$ cat config.mk
export PLATFORM = sky130hd
export DESIGN_NAME = envelope_pulse_capture
export DESIGN_NICKNAME = d
export VERILOG_FILES = /design/src/rtl/envelope_pulse_capture.sv
export SDC_FILE = /design/constraint.sdc
export NUM_CORES = 1
export LEC_CHECK = 0
export ABC_AREA = 1
export BUFFER_PORTS_ARGS = -buffer_cell sky130_fd_sc_hd__buf_2
export CORE_MARGIN = 3
export CORE_UTILIZATION = 50
export DETAILED_ROUTE_END_ITERATION = 6
export MAX_ROUTING_LAYER = met4
export PLACE_DENSITY = 0.72
export SKIP_LAST_GASP = 1
export SLEW_MARGIN = 30
export SYNTH_ARGS = -nofsm -noshare
export SYNTH_HDL_FRONTEND = slang
export SYNTH_SLANG_ARGS = --single-unit
$ cat constraint.sdc
create_clock -name clk_96MHz -period 2.7 [get_ports clk_96MHz]
set_input_delay 0.27 -clock clk_96MHz [delete_from_list [all_inputs] [get_ports clk_96MHz]]
set_output_delay 0.27 -clock clk_96MHz [all_outputs]
set_load 0.01 [all_outputs]
$ cat src/rtl/envelope_pulse_capture.sv
// envelope_pulse_capture
// Frames each envelope pulse on one TS4231 sensor channel. For every pulse it
// records the start timestamp, the length in cycles, and the data bits sampled
// while the envelope was high (two per cycle). It then offers the result as one
// record to the pulse decoder.
//
// Output handshake (valid/ready):
//   A record transfers on a rising clk_96MHz edge where out_valid & out_ready.
//   Once out_valid is raised, it and every out_* field stay unchanged until that
//   transfer. out_valid drops on the cycle after the transfer, unless a new
//   record is loaded on the same edge. The consumer may hold out_ready at any
//   level; out_valid never depends combinationally on out_ready.
module envelope_pulse_capture #(
   parameter int DATA_W  = 64,
   parameter int TS_W    = 32,
   parameter int LEN_W   = 16,
   parameter int MIN_LEN = 4
) (
   input  logic                        clk_96MHz,
   input  logic                        rst_n,
   input  logic                        e_in,
   input  logic                        d_in_0,
   input  logic                        d_in_1,
   output logic                        out_valid,
   input  logic                        out_ready,
   output logic [TS_W-1:0]             out_timestamp,
   output logic [LEN_W-1:0]            out_length,
   output logic [$clog2(DATA_W+1)-1:0] out_nbits,
   output logic [DATA_W-1:0]           out_data,
   output logic                        out_trunc,
   output logic [7:0]                  dropped_count
);

   localparam int               NB_W      = $clog2(DATA_W+1);
   localparam logic [LEN_W-1:0] LEN_MAX   = '1;
   localparam logic [LEN_W-1:0] LEN_MIN_L = LEN_W'(MIN_LEN);
   localparam logic [NB_W-1:0]  NB_FULL   = NB_W'(DATA_W);

   typedef enum logic {
      IDLE    = 1'b0,
      CAPTURE = 1'b1
   } state_t;

   state_t state_q, state_d;

   logic [TS_W-1:0]   ts_cnt;
   logic              e_prev;
   logic              rise, fall;
   logic              cap_start, cap_finish;
   logic              len_ok, slot_free, rec_load, rec_drop;

   logic [TS_W-1:0]   cap_ts;
   logic [LEN_W-1:0]  cap_len;
   logic [DATA_W-1:0] cap_shift;
   logic [NB_W-1:0]   cap_nbits;
   logic              cap_trunc;

   assign rise = e_in & ~e_prev;
   assign fall = ~e_in & e_prev;

   // Free-running timestamp and one-cycle envelope history for edge detection
   always_ff @(posedge clk_96MHz or negedge rst_n) begin
      if (!rst_n) begin
         ts_cnt <= '0;
         e_prev <= 1'b0;
      end else begin
         ts_cnt <= ts_cnt + TS_W'(1);
         e_prev <= e_in;
      end
   end

   // FSM state register
   always_ff @(posedge clk_96MHz or negedge rst_n) begin
      if (!rst_n) state_q <= IDLE;
      else        state_q <= state_d;
   end

   // Next state plus start/finish strobes that steer the capture and output slot
   always_comb begin
      state_d    = state_q;
      cap_start  = 1'b0;
      cap_finish = 1'b0;
      case (state_q)
         IDLE: begin
            if (rise) begin
               state_d   = CAPTURE;
               cap_start = 1'b1;
            end
         end
         CAPTURE: begin
            if (fall) begin
               state_d    = IDLE;
               cap_finish = 1'b1;
            end
         end
         default: state_d = IDLE;
      endcase
   end

   // A finished pulse either loads the slot, is lost because the slot is busy,
   // or is too short to report. A record accepted on this edge frees the slot.
   always_comb begin
      len_ok    = (cap_len >= LEN_MIN_L);
      slot_free = ~out_valid | out_ready;
      rec_load  = cap_finish & len_ok & slot_free;
      rec_drop  = cap_finish & len_ok & ~slot_free;
   end

   // Capture datapath: the first bits end up at the top, the newest bits at bit 0
   always_ff @(posedge clk_96MHz or negedge rst_n) begin
      if (!rst_n) begin
         cap_ts    <= '0;
         cap_len   <= '0;
         cap_shift <= '0;
         cap_nbits <= '0;
         cap_trunc <= 1'b0;
      end else if (cap_start) begin
         cap_ts    <= ts_cnt;
         cap_len   <= LEN_W'(1);
         cap_shift <= DATA_W'({d_in_1, d_in_0});
         cap_nbits <= NB_W'(2);
         cap_trunc <= 1'b0;
      end else if (state_q == CAPTURE && e_in) begin
         if (cap_len != LEN_MAX) cap_len <= cap_len + LEN_W'(1);
         if (cap_nbits < NB_FULL) begin
            cap_shift <= (cap_shift << 2) | DATA_W'({d_in_1, d_in_0});
            cap_nbits <= cap_nbits + NB_W'(2);
         end else begin
            cap_trunc <= 1'b1;
         end
      end
   end

   // Single-entry output slot, held stable until the consumer takes it
   always_ff @(posedge clk_96MHz or negedge rst_n) begin
      if (!rst_n) begin
         out_valid     <= 1'b0;
         out_timestamp <= '0;
         out_length    <= '0;
         out_nbits     <= '0;
         out_data      <= '0;
         out_trunc     <= 1'b0;
      end else if (rec_load) begin
         out_valid     <= 1'b1;
         out_timestamp <= cap_ts;
         out_length    <= cap_len;
         out_nbits     <= cap_nbits;
         out_data      <= cap_shift;
         out_trunc     <= cap_trunc;
      end else if (out_valid && out_ready) begin
         out_valid     <= 1'b0;
      end
   end

   // Saturating count of records lost to a busy output slot
   always_ff @(posedge clk_96MHz or negedge rst_n) begin
      if (!rst_n)                               dropped_count <= 8'd0;
      else if (rec_drop && dropped_count != 8'hFF) dropped_count <= dropped_count + 8'd1;
   end

endmodule

==> results of run 1 <==
[worst min path at each step]
stage                    from            to  slack [ps]  cells after the start
floorplan               rst_n    cap_len[0]         -30                      0
global placement        rst_n  out_data[48]         320                      1
detailed placement      rst_n  out_data[50]         340                      1
CTS                 out_ready     out_valid          60                      4
global route        out_ready     out_valid          90                      4
finish              out_ready     out_valid          90                      4
[per-stage QoR]
stage	setup WS [ps]	utilization (%)	power, W	instances	area (µm²)
after global routing	383	60.5	0.0133	1652	13400
after CTS	551	60.5	0.0127	1652	13400
after global placement	595	55.8	0.00839	1596	12400
after floorplan	1110	-	0.00743	1220	11500
after detailed placement	563	55.8	0.00850	1596	12400
final	603	60.5	0.0125	1652	13400
[registers in the layout, indices dropped and copies added (netlist names), 8 cells and up]
signal,cells
ts_cnt,32
cap_ts,32
dropped_count,8
out_timestamp,32
out_data,64
cap_shift,64
cap_len,16
out_length,16
[synth_stat cells (2+ instances only)]
| master | count |
|---|---|
| sky130_fd_sc_hd__o21ai_1 | 106 |
| sky130_fd_sc_hd__nor3_1 | 14 |
| sky130_fd_sc_hd__nand3_2 | 2 |
| sky130_fd_sc_hd__a21oi_1 | 6 |
| sky130_fd_sc_hd__nor3_2 | 2 |
| sky130_fd_sc_hd__o21ai_0 | 76 |
| sky130_fd_sc_hd__nor2_2 | 3 |
| sky130_fd_sc_hd__xor2_1 | 30 |
| sky130_fd_sc_hd__buf_2 | 27 |
| sky130_fd_sc_hd__nand4_1 | 11 |
| sky130_fd_sc_hd__nor2_1 | 62 |
| sky130_fd_sc_hd__nand2_1 | 288 |
| sky130_fd_sc_hd__dfrtp_1 | 281 |
| sky130_fd_sc_hd__nand3_1 | 35 |
| sky130_fd_sc_hd__buf_4 | 6 |
| sky130_fd_sc_hd__clkbuf_1 | 9 |
| sky130_fd_sc_hd__ha_1 | 5 |
| sky130_fd_sc_hd__buf_6 | 12 |
| sky130_fd_sc_hd__o22ai_1 | 63 |
| sky130_fd_sc_hd__xnor2_1 | 6 |
| sky130_fd_sc_hd__inv_1 | 171 |
[routing by layer]
layer	up-vias	part of all wire, %
met4	0	2.4
met3	41	5.0
met5	-	0
met2	188	47
met1	3986	46
li1	4172	-
[timing repair]
item | CTS | global route
hold buffers | 4 | 0
endpoints found under the setup margin | 0 | 0
setup buffers | 0 | 0
endpoints found under the hold margin | 85 | 0
[cells by family (layout without fill, tap and decap cells)]
kind of cell,count (synthesis),in the layout
fa+ha+maj,5,5
xor+xnor,36,36
simple gates,419,419
compound gates,252,252
flops,281,281
other cells,1,1
buf+inv,226,378
[layout make-up]
cell class              count  area, µm²
well taps                 280        350
clock inverters            10        150
clock buffers              42        855
flip-flops and latches    281       7030
inverters                 172        646
repair buffers            154        918
fillers                  1923       8760
multi-input cells         713       3450
[power by group]
group          switching [W]  internal, W
sequential          0.000476      0.00521
combinational        0.00172      0.00101
clock                0.00162      0.00249
total                0.00381      0.00871
[critical path: cells and delay by family (launching register included)]
kind            cells  cell delay (ps)
simple gates        4              790
flops               1              460
compound gates      1              230
buf+inv             2              510
==> impl_metrics.ini, run 1 <==
[cells_and_area]
antenna_cells_inserted = 0
final_net_count = 1362
final_layout_size_suffix_gt1_share_pct = 15.2
layout-area-overhead-vs-synth_pct = 17.0
final_common_cell = sky130_fd_sc_hd__nand2_1
mostFrequentLayoutCells = sky130_fd_sc_hd__nand2_1 (287), sky130_fd_sc_hd__dfrtp_1 (281), sky130_fd_sc_hd__inv_1 (171)

[sta]
max_freq_mhz = 477
slew_viol_final = 0
post-route-min-period_ps = 2100
finalHoldViolCount = 0
worst-slew-pin-transition_ps = 781
fin_hold_ws_ps = 88.9
rsz0062_at_grt = false
finalSetupViolations = 0
worst_clock_skew_ps = 13.1
final_min_period_over_clock_period_pct = 77.7
relative_max_transition_margin_pct = 48.0
setup_total_negative_slack_ps = 0

[logic_synthesis]
synth-xor-area-share_pct = 2.75
synthCells = 1220
synthTopCellsByArea = sky130_fd_sc_hd__dfrtp_1 (61%), sky130_fd_sc_hd__nand2_1 (9.4%), sky130_fd_sc_hd__inv_1 (5.6%)
post_synth_and_or_nand_nor_area_fraction_pct = 14.8
syn_area_mm2 = 0.0115
yosys_warnings = 0
muxShareOfSynthArea_pct = 0
synth_nets = 1231
synth-edff-count = 0
synth_seq_cells = 281
synth-adder-area-share_pct = 0.546
synth_seq_area_share_pct = 61.4
synth_cell_types = 26
synth_top_family_by_area = simple AND/OR/NAND/NOR gates
synth_area_leader_cell = sky130_fd_sc_hd__dfrtp_1
async_flop_share_pct = 100
dominantRegCellSynth = sky130_fd_sc_hd__dfrtp_1
synth_top_area_share_pct = 61.4
synth_compound_area_share_pct = 11.7
avgSynthCellArea_um2 = 9.39

[setup_path]
cp-endpoint = out_data[2]
crit_path_end_kind = flip-flop
cell_with_the_largest_stage_delay_on_the_worst_path = sky130_fd_sc_hd__dfrtp_1
cp_slowest_stage_delay_ps = 460
crit_start = cap_len[12]
required_arrival_time_at_the_worst_endpoint_ps = 3150
regToRegSetupSlack_ps = 600
crit-reg2reg-capture = out_data[2]
timing.rr.start = cap_len[12]
setup.worst_path.class = reg2reg
timing.critical_path.from_type = flip-flop
crit_path_cell_trace = inv_1, nand4_1, nor2_1, nand2_1, nand3_4, buf_12, o21ai_0
critical_path.max_fanout = 62
arrival_ps = 2550
worstRegToRegCells = 7

[drt]
postRouteAntennaNets = 0
drt-pass1-iter-count = 7
wirelength_um = 24400
vias = 8387
drc_errors = 0
drt-initial-drc-count = 517
vias_per_cell = 5.08
routed_wire_length_per_instance_um = 14.8

[die]
core_area_mm2 = 0.0222
dieWidth_um = 157
chipHeight_um = 157
io_pins = 135
initial_utilization_pct = 51.7
dieArea_mm2 = 0.0248
num_rows = 54

[grt]
grt_start_max_net_pins = 90
grt_pass1_wl_um = 41100
number_of_antenna_violations_at_the_first_check_in_global_routing = 0
grt_use_total_pct = 20.7
grt_use_met2_pct = 32.5
number_of_global_route_vias_before_repair = 8217
grt-busiest-layer = met2
grt-ovfl-total = 0
grt_met1_use_pct = 28.6
gr_met3_demand_resource_pct = 3.11

[placement]
place.gp.congestion = 0.903
port_bufs = 133
place.detailed.hpwl_um = 16600

[clock_tree]
worstSkewPairLatency_ps = 550
clock_path_buffers = 3
cts_sinks = 281
tritoncts = built
postCtsResizedCells = 0
worst_setup_hold_path_clk_slew_ps = 60
clock-root-buffer = sky130_fd_sc_hd__clkbuf_16
cts-buffers-inserted = 29
cts_max_level = 1

[worst_hold_path]
worst_hold_path_type = in2reg

[power_and_ir_drop]
p_leak_nw = 6.50
max-vdd-ir-drop_uv = 576
power_density_mw_per_mm2 = 934

[run_status]
run_status = finished, final reports clean

[job]
maxCapViolCount = 0
No activity file was read; power rests on OpenSTA's default activity.
==> run 2: changes to the inputs <==
Clock period 2.7 ns to 2.1 ns, I/O delays scaled along.
==> run 2 against run 1 <==
Compared with the run above: sequential power rose by 28%; register-to-register slack got worse by 460 ps; global-route usage fell by 0.46 points; wire length fell by 1.3%; critical path depth rose by 1; flip-flop and latch count did not move; first-iteration DRC count rose by 15%; hold slack got worse by 54 ps; largest cell class unchanged.
==> impl_metrics.ini, run 2 (synthesis gave the netlist of run 1 again) <==
[cells_and_area]
layout-area-overhead-vs-synth_pct = 17.6
final_layout_size_suffix_gt1_share_pct = 15.6
mostFrequentLayoutCells = sky130_fd_sc_hd__nand2_1 (287), sky130_fd_sc_hd__dfrtp_1 (281), sky130_fd_sc_hd__inv_1 (171)
antenna_cells_inserted = 0
final_net_count = 1364
final_common_cell = sky130_fd_sc_hd__nand2_1
biggestRegsByFlops = cap_shift: 64 flops, out_data: 64 flops

[sta]
setup_total_negative_slack_ps = 0
worst_clock_skew_ps = 19.1
relative_max_transition_margin_pct = 57.6
finalHoldViolCount = 0
max_freq_mhz = 512
final_min_period_over_clock_period_pct = 93.0
worst-slew-pin-transition_ps = 630
fin_hold_ws_ps = 35.0
finalSetupViolations = 0
post-route-min-period_ps = 1950
slew_viol_final = 0
rsz0062_at_grt = true

[die]
io_pins = 135
dieArea_mm2 = 0.0248
core_area_mm2 = 0.0222
num_rows = 54
chipHeight_um = 157
initial_utilization_pct = 51.7
dieWidth_um = 157

[setup_path]
timing.rr.start = cap_len[0]
crit-reg2reg-capture = cap_len[10]
worst_path_most_repeated_cell = sky130_fd_sc_hd__nand2_1
cp_slowest_stage_delay_ps = 440
arrival_ps = 2350
timing.critical_path.from_type = flip-flop
required_arrival_time_at_the_worst_endpoint_ps = 2500
regToRegSetupSlack_ps = 150
setup.worst_path.class = reg2reg
crit_path_end_kind = flip-flop
cp-endpoint = cap_len[10]
critical_path.max_fanout = 21
crit_start = cap_len[0]
worstRegToRegCells = 8
cell_with_the_largest_stage_delay_on_the_worst_path = sky130_fd_sc_hd__dfrtp_1
crit_path_cell_trace = ha_1, nand2_1, nor2_2, nand2_1, nor2_1, nand2_1, nand2_2, o21ai_0

[clock_tree]
cts-buffers-inserted = 29
cts_max_level = 1
buffer_count_from_post_cts_setup_fixing = 0
cts_sinks = 281
clock_path_buffers = 3
tritoncts = built
worstSkewPairLatency_ps = 550
clock-root-buffer = sky130_fd_sc_hd__clkbuf_16
worst_setup_hold_path_clk_slew_ps = 60

[drt]
drt-pass1-iter-count = 5
vias = 8418
routed_wire_length_per_instance_um = 14.5
drt-initial-drc-count = 593
vias_per_cell = 5.09
drc_errors = 0
wirelength_um = 24100
postRouteAntennaNets = 0

[power_and_ir_drop]
p_leak_nw = 6.53
switchingPower_w = 0.00489
p_seq_share_pct = 45.4
combPwrFrac_pct = 21.8
power_density_mw_per_mm2 = 1190
max-vdd-ir-drop_uv = 641
power_switching_share_pct = 30.4
power.clock.fraction_pct = 32.8
p_int_w = 0.0112

[placement]
place.detailed.hpwl_um = 16300
port_bufs = 133
place.gp.congestion = 0.932

[worst_hold_path]
worst_hold_path_type = in2reg
holdCritStartpoint = out_ready

[job]
maxCapViolCount = 0

[grt]
number_of_global_route_vias_before_repair = 8284
grt_start_max_net_pins = 112
grt_pass1_wl_um = 40600
grt-ovfl-total = 0
grt_use_total_pct = 20.2
number_of_antenna_violations_at_the_first_check_in_global_routing = 0

[run_status]
run_status = finished, final reports clean
[run 2: cell type report]
class | instances | area [µm²]
fillers | 1924 | 8700
clock inverters | 9 | 116
clock buffers | 44 | 892
well taps | 280 | 350
repair buffers | 156 | 971
multi-input cells | 713 | 3450
flip-flops and latches | 281 | 7030
inverters | 172 | 646
[run 2: critical path, delay by kind of cell (launching register included)]
kind,cells,cell delay (ps)
compound gates,1,170
simple gates,6,890
flops,1,440
fa+ha+maj,1,290
[run 2: through the flow]
stage	util [%]	setup slack [ps]	cell area (µm²)	instances	total power [W]
global route	60.7	-29.3	13500	1655	0.0171
detailed placement	56.0	154	12400	1598	0.0109
CTS	60.7	148	13500	1655	0.0162
finish	60.7	146	13500	1655	0.0161
floorplan	-	506	11500	1220	0.00955
global placement	56.0	237	12400	1598	0.0108
[run 2: metal layers]
layer  routed length [µm]  global-route usage, %  vias to the layer above
met5                    0                      -                        -
met2                11200                   31.9                      188
met1                11100                   27.7                     4007
met3                 1150                   3.00                       50
li1                     -                      -                     4173
met4                  631                   5.45                        0
[run 2: power groups by stage]
| stage | logic [W] | registers [W] | clock network [W] |
|---|---|---|---|
| CTS | 0.00355 | 0.00731 | 0.00537 |
| finish | 0.00350 | 0.00731 | 0.00527 |
| global route | 0.00398 | 0.00744 | 0.00563 |
| floorplan | 0.00199 | 0.00757 | 0 |
| detailed placement | 0.00353 | 0.00739 | 0 |
| global placement | 0.00342 | 0.00736 | 0 |
[run 2: how the worst min path moves through the flow]
| stage | endpoint | slack, ps | depth (start not counted) |
|---|---|---|---|
| CTS | out_valid | 30 | 4 |
| finish | out_valid | 30 | 4 |
| global route | out_valid | 60 | 4 |
| detailed placement | out_data[50] | 200 | 1 |
| global placement | out_data[50] | 200 | 1 |
| floorplan | cap_len[0] | -90 | 0 |
[run 2: repair_timing]
action	in CTS	in global routing
endpoints found under the hold margin	62	0
endpoints found under the setup margin	0	6
hold buffers	4	0
resized for setup	0	1
==> run 3: changes to the inputs <==
Settings changed: CORE_UTILIZATION 50 to 45, PLACE_DENSITY 0.72 to 0.66.
==> run 3 against run 2 <==
Compared with the run above: clock power barely moved; sequential power barely moved; sequential share of layout area about the same; wire length grew 0.91%; die area up 11%; non-clock buffer count shrank 4; via count about the same; first-iteration DRC count grew 3.5%; cell area about the same; global-route usage shrank 1.8 points; count of clock-buffer cells in the layout down 3; power is essentially flat; critical path type unchanged.
==> impl_metrics.ini, run 3 (synthesis gave the netlist of run 1 again) <==
[run_status]
run_status = finished, final reports clean

[cells_and_area]
final_net_count = 1360
fill_cells = 2247
mostFrequentLayoutCells = sky130_fd_sc_hd__nand2_1 (287), sky130_fd_sc_hd__dfrtp_1 (281), sky130_fd_sc_hd__inv_1 (171)
layout.cells.non_filler = 1694
final_layout_size_suffix_gt1_share_pct = 15.3
layout-area-overhead-vs-synth_pct = 17.6
biggestRegsByFlops = cap_shift: 64 flops, out_data: 64 flops
final_common_cell = sky130_fd_sc_hd__nand2_1
fin_area_mm2 = 0.0135
antenna_cells_inserted = 0

[setup_path]
timing.rr.start = dropped_count[0]
required_arrival_time_at_the_worst_endpoint_ps = 2510
crit_path_end_kind = flip-flop
regToRegSetupSlack_ps = 250
worstRegToRegCells = 7
setup.worst_path.class = reg2reg
critical_path.max_fanout = 15
crit-reg2reg-capture = dropped_count[2]
arrival_ps = 2260
timing.critical_path.from_type = flip-flop

[clock_tree]
tritoncts = built
buffer_count_from_post_cts_setup_fixing = 0
clock-root-buffer = sky130_fd_sc_hd__clkbuf_16
cts-buffers-inserted = 29
cts_max_level = 1
worstSkewPairLatency_ps = 540
clock_path_buffers = 3
cts_sinks = 281
worst_setup_hold_path_clk_slew_ps = 60

[sta]
rsz0062_at_grt = true
worst_clock_skew_ps = 12.6
final_min_period_over_clock_period_pct = 87.9
worst-slew-pin-transition_ps = 659
relative_max_transition_margin_pct = 56.1
post-route-min-period_ps = 1850
setup_total_negative_slack_ps = 0
slew_viol_final = 0
fin_hold_ws_ps = 57.1
finalHoldViolCount = 0
max_freq_mhz = 542
finalSetupViolations = 0

[grt]
grt_use_total_pct = 18.4
number_of_global_route_vias_before_repair = 8166
grt_start_max_net_pins = 78
number_of_antenna_violations_at_the_first_check_in_global_routing = 0
grt_pass1_wl_um = 40500
grt-ovfl-total = 0

[power_and_ir_drop]
max-vdd-ir-drop_uv = 689
p_leak_nw = 6.50
power_density_mw_per_mm2 = 1190

[job]
maxCapViolCount = 0

[placement]
port_bufs = 133
dp.cells = 1638
postPlaceCellArea_mm2 = 0.0124
place.detailed.hpwl_um = 16500
place.gp.congestion = 0.907

[drt]
routed_wire_length_per_instance_um = 14.3
drt-pass1-iter-count = 5
drt-initial-drc-count = 614
drc_errors = 0
vias_per_cell = 4.97
postRouteAntennaNets = 0
wirelength_um = 24300
vias = 8414

[worst_hold_path]
min_path_cells = 4
holdCritStartpoint = out_ready
worst_hold_path_type = in2reg
worst_hold_path.endpoint = out_valid

[die]
core_area_mm2 = 0.0247
chipHeight_um = 166
dieWidth_um = 166
initial_utilization_pct = 46.4
dieArea_mm2 = 0.0274
num_rows = 57
io_pins = 135
## run 3: changes by cell type in the layout (fill, tap and decap cells not counted), sizes merged
| cell | change |
|---|---|
| clkinvlp | +1 |
| buf | -4 |
| clkbuf | -3 |
| bufinv | +1 |
## run 3: power by group
group | switching, W | internal (W)
combinational | 0.00216 | 0.00131
clock | 0.00208 | 0.00317
sequential | 0.000643 | 0.00670
total | 0.00488 | 0.0112
## run 3: per-stage QoR
stage                     total power, W  worst slack (ps)  util [%]
after floorplan                  0.00955               506         -
after global placement            0.0108               236      50.4
after detailed placement          0.0109               125      50.4
after CTS                         0.0162               123      54.6
after global routing              0.0171             -6.29      54.6
final                             0.0161               255      54.6
## run 3: timing repair
action / CTS / global route
resized for setup: 0 / 1
hold endpoints to repair: 285 / 0
endpoints found under the setup margin: 0 / 3
hold buffers: 4 / 0
## run 3: cell type report
class                           count  area (µm²)  area share, %
Clock buffer                       41         851           6.32
Clock inverter                     11         139           1.03
Inverter                          172         646           4.79
Multi-Input combinational cell    713        3450           25.7
Sequential cell                   281        7030           52.2
Tap cell                          324         405           3.01
Timing Repair Buffer              152         941           6.99
## run 3: worst max-delay path by stage
stage,endpoint,startpoint
6_report,dropped_count[2],dropped_count[0]
5_1_grt,cap_len[10],cap_len[0]
4_1_cts,cap_len[3],cap_len[0]
3_5_place_dp,cap_len[3],cap_len[0]
3_3_place_gp,cap_len[0],cap_len[0]
2_1_floorplan,dropped_count[5],dropped_count[0]
## run 3: worst max-delay path, cell delays in order, from the launching register on
cell	delay [ps]
sky130_fd_sc_hd__dfrtp_1	440
sky130_fd_sc_hd__ha_1	260
sky130_fd_sc_hd__nand3_1	120
sky130_fd_sc_hd__nor2_1	70
sky130_fd_sc_hd__a21oi_1	190
sky130_fd_sc_hd__nand3_1	380
sky130_fd_sc_hd__nand2_1	160
sky130_fd_sc_hd__o21ai_0	90
## run 3: layer usage
metal | routed length (µm) | share of wire (%) | up-vias | global-route usage (%)
met3 | 1240 | 5.1 | 44 | 2.82
met4 | 656 | 2.7 | 0 | 4.80
met1 | 11500 | 47 | 4022 | 25.8
li1 | - | - | 4156 | -
met2 | 10900 | 45 | 192 | 28.4
met5 | 0 | 0 | - | -
